### config.mk
export PLATFORM = sky130hd
export DESIGN_NAME = meminstr_arb
export DESIGN_NICKNAME = d
export VERILOG_FILES = /design/src/rtl/meminstr_pkg.sv /design/src/rtl/meminstr_rsp_slot.sv /design/src/rtl/meminstr_arb.sv
export SDC_FILE = /design/constraint.sdc
export NUM_CORES = 1
export LEC_CHECK = 0
export CAP_MARGIN = 20
export CORE_MARGIN = 2
export CORE_UTILIZATION = 44
export DETAILED_ROUTE_END_ITERATION = 7
export PLACE_DENSITY = 0.86
export SLEW_MARGIN = 25
export SYNTH_ARGS = -nofsm -noshare
export SYNTH_HDL_FRONTEND = slang
export SYNTH_SLANG_ARGS = --single-unit
### constraint.sdc
create_clock -name clk -period 2.22 [get_ports clk]
set_clock_uncertainty 0.05 [all_clocks]
set_input_delay 0.333 -clock clk [delete_from_list [all_inputs] [get_ports clk]]
set_output_delay 0.333 -clock clk [all_outputs]
set_load 0.005 [all_outputs]
### src/rtl/meminstr_pkg.sv
//------------------------------------------------------------------------------
// meminstr_pkg: shared widths and master ids for the instruction-memory arbiter
// Rev 1.0
//------------------------------------------------------------------------------
`default_nettype none

package meminstr_pkg;

  localparam int ADDR_W      = 12;
  localparam int DATA_W      = 12;
  localparam int NUM_MASTERS = 2;

  typedef enum logic {
    MID_M0 = 1'b0,
    MID_M1 = 1'b1
  } mid_t;

endpackage

`default_nettype wire

### src/rtl/meminstr_rsp_slot.sv
//------------------------------------------------------------------------------
// meminstr_rsp_slot: per-master in-flight tracker and 1-entry response hold
// Rev 1.0
//------------------------------------------------------------------------------
`default_nettype none

module meminstr_rsp_slot
  import meminstr_pkg::*;
(
  input  logic              clk,
  input  logic              rst,
  input  logic              issue,
  input  logic [DATA_W-1:0] mem_data,
  input  logic              rsp_ready,
  output logic              rsp_valid,
  output logic [DATA_W-1:0] rsp_data,
  output logic              slot_free
);

  logic              r_inflight;
  logic              r_hold_valid;
  logic [DATA_W-1:0] r_hold_data;

  always_ff @(posedge clk) begin
    if (rst) begin
      r_inflight   <= 1'b0;
      r_hold_valid <= 1'b0;
      r_hold_data  <= '0;
    end else begin
      r_inflight <= issue;
      // Memory data is only valid for one cycle, so capture it if the master stalls
      if (r_inflight && !rsp_ready) begin
        r_hold_valid <= 1'b1;
        r_hold_data  <= mem_data;
      end else if (r_hold_valid && rsp_ready) begin
        r_hold_valid <= 1'b0;
      end
    end
  end

  assign rsp_valid = r_hold_valid | r_inflight;
  assign rsp_data  = r_hold_valid ? r_hold_data : mem_data;
  assign slot_free = !(r_inflight | r_hold_valid) | rsp_ready;

endmodule

`default_nettype wire

### src/rtl/meminstr_arb.sv
//------------------------------------------------------------------------------
// meminstr_arb: round-robin two-port read arbiter for the 4096x12 instruction ROM
// Rev 1.0
//------------------------------------------------------------------------------
`default_nettype none

module meminstr_arb
  import meminstr_pkg::*;
(
  input  logic              clk,
  input  logic              rst,
  input  logic              m0_req_valid,
  input  logic [ADDR_W-1:0] m0_req_addr,
  output logic              m0_req_ready,
  output logic              m0_rsp_valid,
  output logic [DATA_W-1:0] m0_rsp_data,
  input  logic              m0_rsp_ready,
  input  logic              m1_req_valid,
  input  logic [ADDR_W-1:0] m1_req_addr,
  output logic              m1_req_ready,
  output logic              m1_rsp_valid,
  output logic [DATA_W-1:0] m1_rsp_data,
  input  logic              m1_rsp_ready,
  output logic [ADDR_W-1:0] mem_addr,
  input  logic [DATA_W-1:0] mem_data
);

  logic [NUM_MASTERS-1:0] w_req_valid;
  logic [NUM_MASTERS-1:0] w_rsp_ready;
  logic [NUM_MASTERS-1:0] w_slot_free;
  logic [NUM_MASTERS-1:0] w_eligible;
  logic [NUM_MASTERS-1:0] w_grant;
  logic [NUM_MASTERS-1:0] w_rsp_valid;
  logic [ADDR_W-1:0]      w_req_addr [NUM_MASTERS];
  logic [DATA_W-1:0]      w_rsp_data [NUM_MASTERS];

  mid_t              r_rr_last;
  logic [ADDR_W-1:0] r_last_addr;

  assign w_req_valid   = {m1_req_valid, m0_req_valid};
  assign w_rsp_ready   = {m1_rsp_ready, m0_rsp_ready};
  assign w_req_addr[0] = m0_req_addr;
  assign w_req_addr[1] = m1_req_addr;

  for (genvar i = 0; i < NUM_MASTERS; i++) begin : g_slot
    meminstr_rsp_slot u_slot (
      .clk       (clk),
      .rst       (rst),
      .issue     (w_grant[i]),
      .mem_data  (mem_data),
      .rsp_ready (w_rsp_ready[i]),
      .rsp_valid (w_rsp_valid[i]),
      .rsp_data  (w_rsp_data[i]),
      .slot_free (w_slot_free[i])
    );
  end

  assign w_eligible = rst ? '0 : (w_req_valid & w_slot_free);

  // On a conflict the master that did not win last time goes first
  always_comb begin
    w_grant = w_eligible;
    if (&w_eligible) begin
      w_grant = (r_rr_last == MID_M1) ? 2'b01 : 2'b10;
    end
  end

  always_comb begin
    mem_addr = r_last_addr;
    for (int i = 0; i < NUM_MASTERS; i++) begin
      if (w_grant[i]) mem_addr = w_req_addr[i];
    end
  end

  always_ff @(posedge clk) begin
    if (rst) begin
      r_rr_last   <= MID_M1;
      r_last_addr <= '0;
    end else if (|w_grant) begin
      r_rr_last   <= w_grant[1] ? MID_M1 : MID_M0;
      r_last_addr <= mem_addr;
    end
  end

  assign m0_req_ready = w_grant[0];
  assign m1_req_ready = w_grant[1];
  assign m0_rsp_valid = w_rsp_valid[0];
  assign m1_rsp_valid = w_rsp_valid[1];
  assign m0_rsp_data  = w_rsp_data[0];
  assign m1_rsp_data  = w_rsp_data[1];

endmodule

`default_nettype wire

==> flow_metrics.py <==
metrics = {
    "clock_tree": {
        "cts_hold_buf": 0,
        "htree_levels": 2,
        "cts.sinks": 41,
        "clockBufferDepth": 2,
        "clk_latency_ns": 0.31,
        "clk_pin_slew_ns": 0.09,
        "clock-root-buffer": "clkbuf_8",
        "cts_tree": "built",
        "numCtsBuffers": 5,
    },
    "final_layout": {
        "layout_common_cells": "clkdlybuf4s50_1 (62), buf_4 (51), nand2_1 (49)",
        "area_delta_synth_final_pct": 80.1,
        "nets": 419,
        "multi_input_area_sq_um": 1450,
        "layout_commonest_cell": "clkdlybuf4s50_1",
        "fin_area_sq_um": 3850,
        "n_fill_cell": 265,
        "regArea_sq_um": 827,
        "antennaDiodeCount": 0,
        "post_route_cells_drive_above_1_share_pct": 40.7,
    },
    "floorplanning": {
        "die-area_sq_um": 5430,
        "core_area_sq_um": 4690,
        "ioPinCount": 82,
        "start_util_pct": 45.6,
        "row_count": 25,
        "die_w_microns": 73.7,
        "die_h_microns": 73.7,
    },
    "min_path": {
        "min_path_cells": 2,
        "min_path_type": "reg2reg",
    },
    "worst_setup_path": {
        "cp_max_fo": 4,
        "endpoint": "mem_addr[5]",
        "cp_slowest_cell": "dfxtp_4",
        "critical_path_required_ns": 1.84,
        "reg2reg_to": "r_last_addr[0]",
        "worstRegToRegCells": 5,
        "endpoint_kind": "output port",
        "path_delay_family": "compound AO/OA/AOI/OAI gates",
        "rr_startpoint": "r_rr_last",
        "path_buf_inv": 4,
        "startpoint": "r_rr_last",
        "slowest_delay_ns": 0.36,
        "crit_chain": "buf_6 -> nand3b_1 -> o211a_4 -> buf_6 -> buf_6 -> a211oi_4 -> buf_2",
        "cp_common_cell": "buf_6",
        "cp.depth": 7,
        "start_kind": "flop",
        "ff2ff_setup_slack_ns": 0.18,
        "worstSetupPathType": "reg2out",
        "crit_arrival_ns": 1.99,
    },
    "global_routing": {
        "overflow": 0,
        "grt_pass1_vias": 2542,
        "grt_max_degree": 31,
        "antenna_found_initial": 0,
        "grt_use_total_pct": 29.8,
        "grt_pass1_wl_mm": 12.3,
    },
    "placement": {
        "place.port_buffers": 81,
        "hpwl_mm": 4.44,
        "dp_slack_ns": -0.809,
        "placed_area_sq_um": 3210,
        "gp_congestion": 0.776,
    },
    "run": {
        "maxCapViolCount": 0,
    },
    "power_and_ir_drop": {
        "worst_ir_drop_vdd_mv": 0.435,
        "p_leak_nw": 1.48,
        "powerDensity_nw_per_um2": 536,
        "fin_total_pwr_mw": 2.06,
    },
    "logic_synthesis": {
        "synth_fp_nets": 286,
        "ys_ff_latch": 41,
        "yosysWarnings": 0,
        "syn_avg_cell_area_sq_um": 8.76,
        "netlist_instances": 244,
        "synthDistinctLibCells": 24,
        "syn_area_sq_um": 2140,
        "seq_area_frac_synth_pct": 38.4,
    },
    "detailed_routing": {
        "vias": 2598,
        "dr.first_iter.drc_count": 184,
        "wl_per_cell_microns": 19.8,
        "ant_nets": 0,
        "wl_mm": 8.55,
        "drt_drc_violations_left": 0,
        "via_per_inst": 6.01,
        "dr.pass1.iters": 4,
    },
    "sta": {
        "setup_tns_ns": -0.563,
        "drv_slew": 0,
        "timing.final.crit_share_pct": 107,
        "slew_headroom_pct": 53.9,
        "setup_slack_ns": -0.150,
        "rsz0062_at_grt": "yes",
        "hold_violations": 0,
        "setup_viol": 8,
        "worst_slew_pin_slew_ns": 0.674,
        "whs_ns": 0.405,
        "finalCriticalPeriod_ns": 2.37,
        "timing.fmax_mhz": 422,
    },
    "outcome": {
        "status": "finished with violations",
        "violations": "negative setup slack",
    },
}
## power by group
group	switching, mW	internal [mW]	total (mW)
registers	0.0224	0.775	0.798
clock network	0.296	0.337	0.633
logic	0.281	0.353	0.634
total	0.600	1.46	2.06
## Yosys cell counts
cell        n  area (sq um)
dfxtp_1    41           821
nor3b_2     1          12.5
buf_4       1          7.51
nand2b_1    3          18.8
o21ba_1     1          10.0
buf_6       3          33.8
clkbuf_1   15          56.3
a21oi_1    25           125
nor2b_1     4          25.0
buf_2       5          25.0
or2_2       2          12.5
a221oi_1   12           105
a2111oi_1   7          70.1
o211a_1     1          10.0
mux2_2     24           270
nand2_1    49           184
o211a_4     1          17.5
o21bai_1    2          15.0
inv_1      12          45.0
a211oi_1   14           105
o21ai_0     1          5.00
nand3b_1    1          7.51
a2111oi_0  17           149
nor2_1      2          7.51
## routing by layer
metal  global-route usage (%)  wire length, microns  up-vias
met4                     15.8                   307        0
met2                     51.6                  4420      156
met3                     7.27                   561       30
met5                        0                     0        -
li1                         -                     -     1177
met1                     33.3                  3260     1235
## cells by family after synthesis
kind of cell           share of synthesized area, %
AND/OR/NAND/NOR                                12.5
flip-flops                                     38.4
AO/OA/AOI/OAI                                  28.6
multiplexers                                   12.6
buffers and inverters                          7.84
## worst min-delay path by stage
stage,startpoint,to
2_1_floorplan,g_slot[0].u_slot.r_hold_data[0],g_slot[0].u_slot.r_hold_data[0]
3_3_place_gp,g_slot[0].u_slot.r_hold_data[1],g_slot[0].u_slot.r_hold_data[1]
3_5_place_dp,g_slot[0].u_slot.r_hold_data[6],g_slot[0].u_slot.r_hold_data[6]
4_1_cts,g_slot[0].u_slot.r_hold_data[6],g_slot[0].u_slot.r_hold_data[6]
5_1_grt,g_slot[0].u_slot.r_hold_data[0],g_slot[0].u_slot.r_hold_data[0]
6_report,g_slot[0].u_slot.r_hold_data[5],g_slot[0].u_slot.r_hold_data[5]
## sequential cells by signal, summed over array words and instances (netlist names)
name / cells
r_last_addr: 12
g_slot.u_slot.r_hold_data: 24
r_rr_last: 1
g_slot.u_slot.r_hold_valid: 2
g_slot.u_slot.r_inflight: 2
## repair_timing
item,4_1_cts,5_1_grt
buffers inserted,22,3
resized for setup,101,28
setup endpoints to repair,14,13
pin swaps,9,6
endpoints found under the hold margin,0,0
gates cloned,4,0
## worst reg2reg max path, stage by stage (launching register included)
cell	delay, ns
dfxtp_4	0.36
buf_6	0.09
nand3b_1	0.22
o211a_4	0.36
buf_4	0.14
a2111oi_0	0.64
## stage by stage
step | instances | utilization (%)
3_5_place_dp | 395 | 68.4
3_3_place_gp | 395 | 68.4
5_1_grt | 432 | 82.1
4_1_cts | 429 | 80.0
2_1_floorplan | 244 | -
6_report | 432 | 82.1
## final cells by class
cell class,instances,area share [%]
clock buffers,5,1.79
clock inverters,3,1.20
inverters,12,1.17
multi-input cells,169,37.7
flip-flops and latches,41,21.5
well taps,54,1.75
repair buffers,148,34.9
No activity file was read; power rests on OpenSTA's default activity.
